**src/rtl/ex_hazard_ctrl.sv**
```systemverilog
// Hazard control for the IF/ID/EX/MEM/WB integer pipeline: forwarding selects,
// load-use / no-forward stalls, EX bubbles and ID squash on a taken jump/branch.
module ex_hazard_ctrl #(
    parameter int REG_W  = 5,
    parameter bit FWD_EN = 1'b1
) (
    input  logic             clk,
    input  logic             rst,
    input  logic             id_valid,
    input  logic [REG_W-1:0] id_rs,
    input  logic [REG_W-1:0] id_rt,
    input  logic             id_use_s,
    input  logic             id_use_t,
    input  logic [REG_W-1:0] id_wreg,
    input  logic             id_wen,
    input  logic             id_load,
    input  logic             flush,
    input  logic             mem_stall,
    output logic             stall_if_id,
    output logic             bubble_ex,
    output logic             squash_id,
    output logic [1:0]       fwd_s,
    output logic [1:0]       fwd_t,
    output logic [REG_W-1:0] wb_wreg,
    output logic             wb_wen
);

    typedef struct packed {
        logic             valid;
        logic [REG_W-1:0] wreg;
        logic             wen;
    } wr_rec_t;

    typedef struct packed {
        wr_rec_t          w;
        logic             load;
        logic [REG_W-1:0] rs;
        logic [REG_W-1:0] rt;
        logic             use_s;
        logic             use_t;
    } ex_rec_t;

    ex_rec_t ex_q, ex_d;
    wr_rec_t mem_q, mem_d;
    wr_rec_t wb_q, wb_d;
    logic    hazard;

    // r0 writes never count as producers
    function automatic logic writes(input wr_rec_t r, input logic [REG_W-1:0] a);
        return r.valid & r.wen & (r.wreg != '0) & (r.wreg == a);
    endfunction

    function automatic logic id_hit(input wr_rec_t r);
        return (id_use_s & writes(r, id_rs)) | (id_use_t & writes(r, id_rt));
    endfunction

    function automatic logic [1:0] fwd_sel(input logic use_x, input logic [REG_W-1:0] src);
        logic [1:0] sel;
        sel = 2'd0;
        if (use_x & writes(mem_q, src))
            sel = 2'd1;
        else if (use_x & writes(wb_q, src))
            sel = 2'd2;
        return sel;
    endfunction

    always_comb begin
        if (FWD_EN)
            hazard = id_valid & ex_q.load & id_hit(ex_q.w);
        else
            hazard = id_valid & (id_hit(ex_q.w) | id_hit(mem_q));
    end

    // mem_stall freezes everything and masks flush; flush beats a hazard
    always_comb begin
        stall_if_id = 1'b0;
        bubble_ex   = 1'b0;
        squash_id   = 1'b0;
        if (!rst) begin
            if (mem_stall) begin
                stall_if_id = 1'b1;
            end else if (flush) begin
                squash_id = 1'b1;
            end else if (hazard) begin
                stall_if_id = 1'b1;
                bubble_ex   = 1'b1;
            end
        end
    end

    always_comb begin
        fwd_s = 2'd0;
        fwd_t = 2'd0;
        if (FWD_EN) begin
            fwd_s = fwd_sel(ex_q.use_s, ex_q.rs);
            fwd_t = fwd_sel(ex_q.use_t, ex_q.rt);
        end
    end

    always_comb begin
        ex_d  = ex_q;
        mem_d = mem_q;
        wb_d  = wb_q;
        if (!mem_stall) begin
            wb_d  = mem_q;
            mem_d = ex_q.w;
            ex_d  = '0;
            if (id_valid & !bubble_ex & !squash_id) begin
                ex_d.w.valid = 1'b1;
                ex_d.w.wreg  = id_wreg;
                ex_d.w.wen   = id_wen;
                ex_d.load    = id_load;
                ex_d.rs      = id_rs;
                ex_d.rt      = id_rt;
                ex_d.use_s   = id_use_s;
                ex_d.use_t   = id_use_t;
            end
        end
    end

    always_ff @(posedge clk or posedge rst) begin
        if (rst) begin
            ex_q  <= '0;
            mem_q <= '0;
            wb_q  <= '0;
        end else begin
            ex_q  <= ex_d;
            mem_q <= mem_d;
            wb_q  <= wb_d;
        end
    end

    assign wb_wreg = wb_q.valid ? wb_q.wreg : '0;
    assign wb_wen  = wb_q.valid & wb_q.wen;

endmodule

```
**config.mk**
```make
export PLATFORM = sky130hd
export DESIGN_NAME = ex_hazard_ctrl
export DESIGN_NICKNAME = d
export VERILOG_FILES = /design/src/rtl/ex_hazard_ctrl.sv
export SDC_FILE = /design/constraint.sdc
export NUM_CORES = 1
export LEC_CHECK = 0
export ABC_AREA = 1
export CELL_PAD_IN_SITES_DETAIL_PLACEMENT = 0
export CELL_PAD_IN_SITES_GLOBAL_PLACEMENT = 1
export CORE_MARGIN = 1.5
export CORE_UTILIZATION = 30
export DETAILED_ROUTE_END_ITERATION = 8
export HOLD_SLACK_MARGIN = 0.02
export PLACE_DENSITY = 0.72
export SLEW_MARGIN = 40
export SYNTH_ARGS = -nofsm -noshare
export SYNTH_HDL_FRONTEND = slang
export SYNTH_SLANG_ARGS = --single-unit
export TNS_END_PERCENT = 10
```
**constraint.sdc**
```tcl
create_clock -name clk -period 1.3 [get_ports clk]
set_clock_uncertainty 0.05 [all_clocks]
set_input_delay 0.13 -clock clk [delete_from_list [all_inputs] [get_ports clk]]
set_output_delay 0.13 -clock clk [all_outputs]
set_load 0.03 [all_outputs]
```
* Yosys cells after proc, flatten, opt, wreduce, memory -nomap -nowiden *
Index checks and enable logic that the tools add are counted.

word-level totals
  register bits after elaboration = 34
  bits in latches = 0
  bits in writable memories = 0
  bits in read-only memories = 0
  input bits = 24
  output and inout bits = 13
  logic and storage cells = 63
  memories = 0

cells by class
  add/subtract/negate cells = 0
  $mul = 0
  divide/modulo/power cells = 0
  magnitude comparators = 0
  equality and inequality tests = 6
  shifts and indexed selects = 0
  multiplexer cells = 15
  bitwise operators = 23
  reductions and logical operators = 5

operators by type and width
  cell                number
  == test 5 bit       6
  bitwise AND 1 bit   22
  2-to-1 mux 20 bit   1
  nonzero test 5 bit  3
  2-to-1 mux 1 bit    9
  2-to-1 mux 2 bit    4
  2-to-1 mux 5 bit    1
  zero test 1 bit     2
  OR 1 bit            1

* Depth between registers and ports, before layout *
Gate-level depths: netlist of run 1.

  depth after elaboration = 14
  gate-level depth with buffers = 10
  gate-level depth less buffers = 9

* Least setup slack after synthesis of run 1 *
Ideal clock, no wire load.

  path kind = reg-to-output
  start point = register mem_q[1] in the netlist's numbering
  end point = output port fwd_s[1]
  arrival = 1.505 ns
  setup slack = -0.385 ns
  stages on the path, launching flop included = 7
  cells stage by stage = dfrtp_1 inv_1 o22ai_1 nor3b_1 nand2_1 nor2_1 nor2_1

between the ends
  cells in the longest elaborated chain, start to end = 5

ends and longest elaborated chain
  element                   line  source
  start: declaration        44    wr_rec_t mem_q, mem_d;
  start signal: assignment  128   mem_q <= mem_d;
  nonzero test 5 bit        50    return r.valid & r.wen & (r.wreg != '0) & (r.wreg == a);
  bitwise AND 1 bit         50
  bitwise AND 1 bit *       50
  bitwise AND 1 bit *       60    if (use_x & writes(mem_q, src))
  2-to-1 mux 2 bit *        60
  end: declaration          22    output logic [1:0] fwd_s,

Mark *: on every way between the ends. The rest lies on a longest branch, timed or not.

* Final worst setup path of run 1 *
  start point = register ex_q[15] in the netlist's numbering
  end point = output port stall_if_id

between the ends
  cells in the longest elaborated chain, start to end = 10

ends and longest elaborated chain
  element                          line  source
  start: declaration               43    ex_rec_t ex_q, ex_d;
  start signal: assignment         123   ex_q <= '0;
  start signal: assignment         127   ex_q <= ex_d;
  nonzero test 5 bit               -
  bitwise AND 1 bit (3 in series)  -
  OR 1 bit *                       -
  bitwise AND 1 bit *              69    hazard = id_valid & ex_q.load & id_hit(ex_q.w);
  2-to-1 mux 1 bit *               84    end else if (hazard) begin
  2-to-1 mux 1 bit *               82    end else if (flush) begin
  2-to-1 mux 1 bit *               80    if (mem_stall) begin
  2-to-1 mux 1 bit *               79    if (!rst) begin
  end: declaration                 19    output logic stall_if_id,

Marked as above.

==> impl_metrics.py, run 1 <==
metrics = {
    "finish": {
        "final_cell_mix": "nand2_1 (103), buf_4 (43), dfrtp_1 (31)",
        "syn_to_final_growth_pct": 50.00,
        "drive_gt1_frac": 0.2981,
        "layout.nets": 382,
        "num_antenna_cells": 0,
        "final_common_cell": "nand2_1",
    },
    "sta": {
        "fmaxAchievable_mhz": 572.0,
        "setup_violations": 26,
        "fin_crit_sh": 1.345,
        "finalMaxSlewViolations": 0,
        "final_hold_viol_count": 0,
        "fin_crit_ns": 1.748,
        "worst-slew-pin-transition_ns": 0.3328,
        "setup_ws_ns": -0.4482,
        "relSlewSlack": 0.7781,
        "rsz0062_at_grt": "true",
    },
    "worst_setup_path": {
        "critical_path_class": "register to output port",
        "cpLargestDelayFamily": "simple AND/OR/NAND/NOR gates",
        "required_ns": 1.12,
        "cp_max_fo": 4,
        "cp.arrival_ns": 1.57,
        "cp_slowest_cell": "dfrtp_1",
        "critPathBufInv": 2,
        "crit_path_start_kind": "register",
        "max_stage_delay_ns": 0.42,
        "worstPathCellList": "buf_4 > nand2_1 > nand2_1 > nor2_1 > nand3_1 > nand2_2 > nand2_2 > a21oi_2 > buf_6",
        "end_kind": "output port",
    },
    "clock_network": {
        "cts_sinks": 34,
        "cts_buffers": 5,
        "insertion_delay_ns": 0.29,
        "ctsRootBufferMaster": "clkbuf_8",
        "cts_hold_buffers": 0,
        "cts_buffer_depth": 2,
        "h-tree-depth": 2,
        "path_clk_slew_ns": 0.07,
        "cts_tree": "yes",
    },
    "die": {
        "ios": 37,
        "fp.dieW_um": 83.92,
        "die_area_mm2": 0.007043,
        "core_mm2": 0.006350,
        "initial_utilization": 0.3094,
        "fp.dieH_um": 83.92,
        "rows": 29,
    },
    "route": {
        "antenna_left": 0,
        "totalWireLength_mm": 5.299,
        "drt_iter0_markers": 114,
        "vias": 1949,
        "wire_per_inst_um": 12.15,
        "first_pass_iters": 4,
        "viasPerCell": 4.470,
        "drc": 0,
    },
    "global_routing": {
        "grt.met3_usage": 0.03363,
        "use_met1": 0.2142,
        "grt_use_total": 0.1665,
        "grt_pass1_wl_mm": 9.252,
        "met2_usage": 0.2815,
        "grt_max_degree": 37,
        "overflow": 0,
        "grt-busiest-layer": "met2",
        "grt_pass1_vias": 1921,
        "antenna_found_initial": 0,
    },
    "synthesis": {
        "avgSynthCellArea_um2": 7.092,
        "yosysSeqAreaShare": 0.4331,
        "ys_ff_latch": 34,
        "yosys_warnings": 0,
        "synth_cell_type_count": 24,
        "synth_area_mm2": 0.001964,
        "syn_inst": 277,
        "syn_nets": 301,
    },
    "power": {
        "power_mw": 2.803,
        "pwr-share-comb": 0.257,
        "internal_power_mw": 1.947,
        "p_sw_frac": 0.3054,
        "ir_drop_mv": 0.4341,
        "leakage_nw": 1.513,
        "power.switching_mw": 0.8561,
        "pwr_density_cell_mw_per_mm2": 951.2,
        "power.share.clock": 0.294,
        "power_frac_seq": 0.449,
    },
    "placement": {
        "io_buffers": 36,
        "gp_congestion": 0.9049,
        "dpl_worst_slack_ns": -0.4323,
        "dp_hpwl_mm": 3.909,
    },
    "min_path": {
        "hp-class": "input port to register",
    },
    "run_status": {
        "status": "complete, but fails checks",
        "violations": "setup timing",
    },
    "run": {
        "drv_cap": 0,
    },
}
## layout make-up
type / instances / area [um^2]
fillers: 663 / 3403
multi-input cells: 197 / 989.7
clock inverters: 1 / 5.005
flip-flops and latches: 34 / 854.6
clock buffers: 7 / 86.33
repair buffers: 83 / 772.0
well taps: 77 / 96.34
inverters: 37 / 142.6
## what timing repair did
action	4_1_cts	5_1_grt
setup buffers	9	0
setup endpoints to repair	28	32
pin swaps	11	4
hold endpoints to repair	0	0
gates resized for setup	14	22
## sequential cells by signal, indices dropped and copies added (netlist names)
name and cells:
ex_q 20, mem_q 7, wb_q 7
## per-layer routing
metal / share of wire / wire length (um) / up-vias
met5: 0 / 0 / -
met4: 0.013 / 68 / 0
met3: 0.031 / 165 / 6
met2: 0.48 / 2562 / 41
met1: 0.47 / 2503 / 878
li1: - / - / 1024
## through the flow
step	cells	TNS, ns	util	area [um^2]	hold slack (ns)
6_report	436	-8.320	0.4640	2947	0.3407
5_1_grt	436	-11.46	0.4640	2947	0.3623
4_1_cts	436	-8.735	0.4540	2883	0.3380
3_5_place_dp	419	-11.18	0.4221	2680	0.4196
3_3_place_gp	419	-10.35	0.4221	2680	0.4164
2_1_floorplan	277	-0.1115	-	1997	0.2041
## worst register-to-register path: cells and delay by family (launching register included)
kind                   cells  cell delay [ns]
buffers and inverters      3             0.43
flip-flops                 1             0.42
AND/OR/NAND/NOR            8             0.58
## logic make-up (layout without fill, tap and decap cells)
logic type      count (synthesis)  after routing  synth area share
compound gates                 25             25           0.06815
simple gates                  164            164            0.3599
flops                          34             34            0.4331
xor+xnor                        8              8           0.03567
buf+inv                        46            128            0.1032
## worst paths after layout
path                                     to  depth (start not counted)       start  slack, ns
max in group asynchronous           wb_q[3]                          4         rst       0.65
worst min-delay path               ex_q[17]                          3  id_wreg[3]       0.34
min in group asynchronous          ex_q[14]                          4         rst       0.35
worst min register to register     ex_q[12]                          2    ex_q[12]       0.44
worst max-delay path            stall_if_id                          9    ex_q[15]      -0.45
worst max register to register     ex_q[10]                         11    ex_q[15]      -0.31
## synthesized netlist by cell type
cell,count,area (um^2)
a21boi_0,1,7.510
a21oi_1,5,25.02
buf_4,2,15.01
buf_6,3,33.78
clkbuf_1,4,15.01
dfrtp_1,34,850.8
inv_1,31,116.4
inv_2,6,22.52
nand2_1,106,397.9
nand2_2,1,6.260
nand3_1,25,125.1
nand3_2,4,40.04
nand4_1,4,25.02
nor2_1,15,56.30
nor2_2,2,12.51
nor3_1,4,20.02
nor3_2,1,10.01
nor3b_1,1,7.510
o2111ai_1,1,8.760
o21ai_0,16,80.08
o22ai_1,2,12.51
or2_2,1,6.260
xnor2_1,6,52.55
xor2_1,2,17.52
## power by group through the flow
stage	registers, mW	logic (mW)	clock network, mW
2_1_floorplan	1.25	0.359	0
3_3_place_gp	1.27	0.661	0
3_5_place_dp	1.27	0.668	0
4_1_cts	1.25	0.706	0.860
5_1_grt	1.28	0.809	0.914
6_report	1.26	0.721	0.824
Note: power is estimated with default switching activity, not from simulation.
==> run 2: changes to the inputs <==
PLACE_DENSITY = 0.7   (was 0.72)
RECOVER_POWER = 100   (was unset)
clock period = 1.8 ns   (was 1.3 ns; I/O delays follow)
==> run 2 against run 1 <==
The run now ends clean. Final cell count fell by 7.8%. Critical path depth rose by 1. Total power fell by 29%. Sequential share of layout area rose by 4.4 points. Largest cell class unchanged.
==> impl_metrics.py, run 2 (synthesized netlist as in run 1, its figures left out) <==
metrics = {
    "clock_network": {
        "ctsRootBufferMaster": "clkbuf_8",
        "insertion_delay_ns": 0.28,
        "path_clk_slew_ns": 0.07,
        "cts_sinks": 34,
        "h-tree-depth": 2,
        "cts_hold_buffers": 0,
        "cts_buffers": 5,
        "cts_tree": "yes",
        "cts_buffer_depth": 2,
    },
    "worst_setup_path": {
        "cp_slowest_cell": "clkdlybuf4s50_1",
        "end_kind": "output port",
        "max_stage_delay_ns": 0.55,
        "required_ns": 1.57,
        "critPathBufInv": 3,
        "cp_max_fo": 3,
        "crit_path_start_kind": "input port",
        "worstPathCellList": "clkdlybuf4s50_1 > inv_1 > nand2_1 > nand2_1 > nor2_2 > nand3_1 > nand2_2 > nand2_2 > a21oi_2 > buf_6",
        "cpLargestDelayFamily": "buffers and inverters",
        "critical_path_class": "input port to output port",
        "cp.arrival_ns": 1.55,
    },
    "route": {
        "antenna_left": 0,
        "drc": 0,
        "drt_iter0_markers": 70,
        "totalWireLength_mm": 5.132,
        "vias": 1818,
        "first_pass_iters": 4,
        "viasPerCell": 4.522,
        "wire_per_inst_um": 12.77,
    },
    "placement": {
        "dpl_worst_slack_ns": -0.01348,
        "io_buffers": 36,
        "dp_hpwl_mm": 3.776,
        "gp_congestion": 0.8556,
    },
    "sta": {
        "final_hold_viol_count": 0,
        "setup_ws_ns": 0.01748,
        "fin_crit_ns": 1.783,
        "fin_crit_sh": 0.9903,
        "worst-slew-pin-transition_ns": 0.8971,
        "finalMaxSlewViolations": 0,
        "fin_tns_setup_ns": 0,
        "relSlewSlack": 0.4019,
        "setup_violations": 0,
        "fmaxAchievable_mhz": 561.0,
        "rsz0062_at_grt": "true",
    },
    "finish": {
        "final_cell_mix": "nand2_1 (104), dfrtp_1 (30), inv_1 (27)",
        "drive_gt1_frac": 0.1846,
        "utilization": 0.4032,
        "fillers": 702,
        "num_antenna_cells": 0,
        "largest-register": "ex_q",
        "final_common_cell": "nand2_1",
        "layout.nets": 348,
        "reg_top3": "ex_q: 20 flops, mem_q: 7 flops, wb_q: 7 flops",
        "syn_to_final_growth_pct": 30.32,
        "largest_reg_flops": 20,
    },
    "min_path": {
        "hp-class": "input port to register",
    },
    "die": {
        "fp.dieH_um": 83.92,
        "initial_utilization": 0.3094,
        "fp.dieW_um": 83.92,
        "rows": 29,
        "ios": 37,
        "core_mm2": 0.006350,
        "die_area_mm2": 0.007043,
    },
    "run": {
        "drv_cap": 0,
    },
    "power": {
        "leakage_nw": 1.304,
        "p_sw_frac": 0.2980,
        "pwr-share-comb": 0.204,
        "power_mw": 1.995,
        "power_frac_seq": 0.460,
        "power.share.clock": 0.337,
        "pwr_density_cell_mw_per_mm2": 779.2,
        "power.switching_mw": 0.5945,
        "internal_power_mw": 1.400,
        "ir_drop_mv": 0.2735,
    },
    "run_status": {
        "status": "finished, final reports clean",
    },
    "global_routing": {
        "antenna_found_initial": 0,
        "grt-busiest-layer": "met2",
        "grt.met3_usage": 0.03264,
        "overflow": 0,
        "grt_max_degree": 35,
        "use_met1": 0.2237,
        "met2_usage": 0.2478,
        "grt_use_total": 0.1579,
        "grt_pass1_wl_mm": 8.956,
        "grt_pass1_vias": 1810,
    },
}
[run 2: cell count changes in the layout (fill, tap and decap cells not counted), moves of 3 or more]
cell	change
nor2_4	-3
buf_6	-13
buf_4	-32
clkbuf_2	+3
nor2_2	+3
clkbuf_1	+8
[run 2: layout make-up]
class / instances / area, um^2 / share of cell area
timing repair buffer: 49 / 401.6 / 0.1569
clock buffer: 8 / 110.1 / 0.04301
tap: 77 / 96.34 / 0.03763
sequential: 34 / 855.8 / 0.3343
inverter: 37 / 138.9 / 0.05425
multi-input combinational: 197 / 957.2 / 0.3739
[run 2: final timing paths]
check,endpoint,start,depth (start not counted),slack [ns]
hold / removal,ex_q[14],id_wreg[0],3,0.40
setup / recovery,stall_if_id,id_rs[1],10,0.02
setup reg to reg,ex_q[2],ex_q[18],7,0.13
max in group asynchronous,ex_q[17],rst,3,0.53
hold reg to reg,ex_q[13],ex_q[13],2,0.43
min in group asynchronous,ex_q[18],rst,3,0.54
[run 2: power groups by stage]
stage,clock network (mW),logic [mW],registers [mW]
after floorplan,0,0.254,0.902
after global placement,0,0.393,0.927
after detailed placement,0,0.395,0.928
after CTS,0.690,0.403,0.915
after global routing,0.733,0.463,0.930
final,0.671,0.406,0.917
[run 2: worst register-to-register path, delay by kind of cell, from the launching register on]
family,cells,cell delay (ns)
and+or+nand+nor,5,0.66
buffers and inverters,2,0.47
DFF,1,0.43
[run 2: metal layers]
layer / wire length, um / vias to the layer above / share of wire
li1: - / 958 / -
met1: 2567 / 818 / 0.50
met2: 2342 / 40 / 0.46
met3: 199 / 2 / 0.039
met4: 22 / 0 / 0.0043
met5: 0 / - / 0
[run 2: through the flow]
step | instances | hold slack, ns | area [um^2]
6_report | 402 | 0.4028 | 2560
5_1_grt | 402 | 0.4335 | 2560
4_1_cts | 397 | 0.3171 | 2561
3_5_place_dp | 388 | 0.4196 | 2430
3_3_place_gp | 388 | 0.4174 | 2430
2_1_floorplan | 277 | 0.2541 | 1964
[run 2: repair_timing]
action	4_1_cts	5_1_grt
pin swaps	0	7
setup buffers	1	5
gates resized for setup	8	20
setup endpoints to repair	5	11
endpoints found under the hold margin	0	0
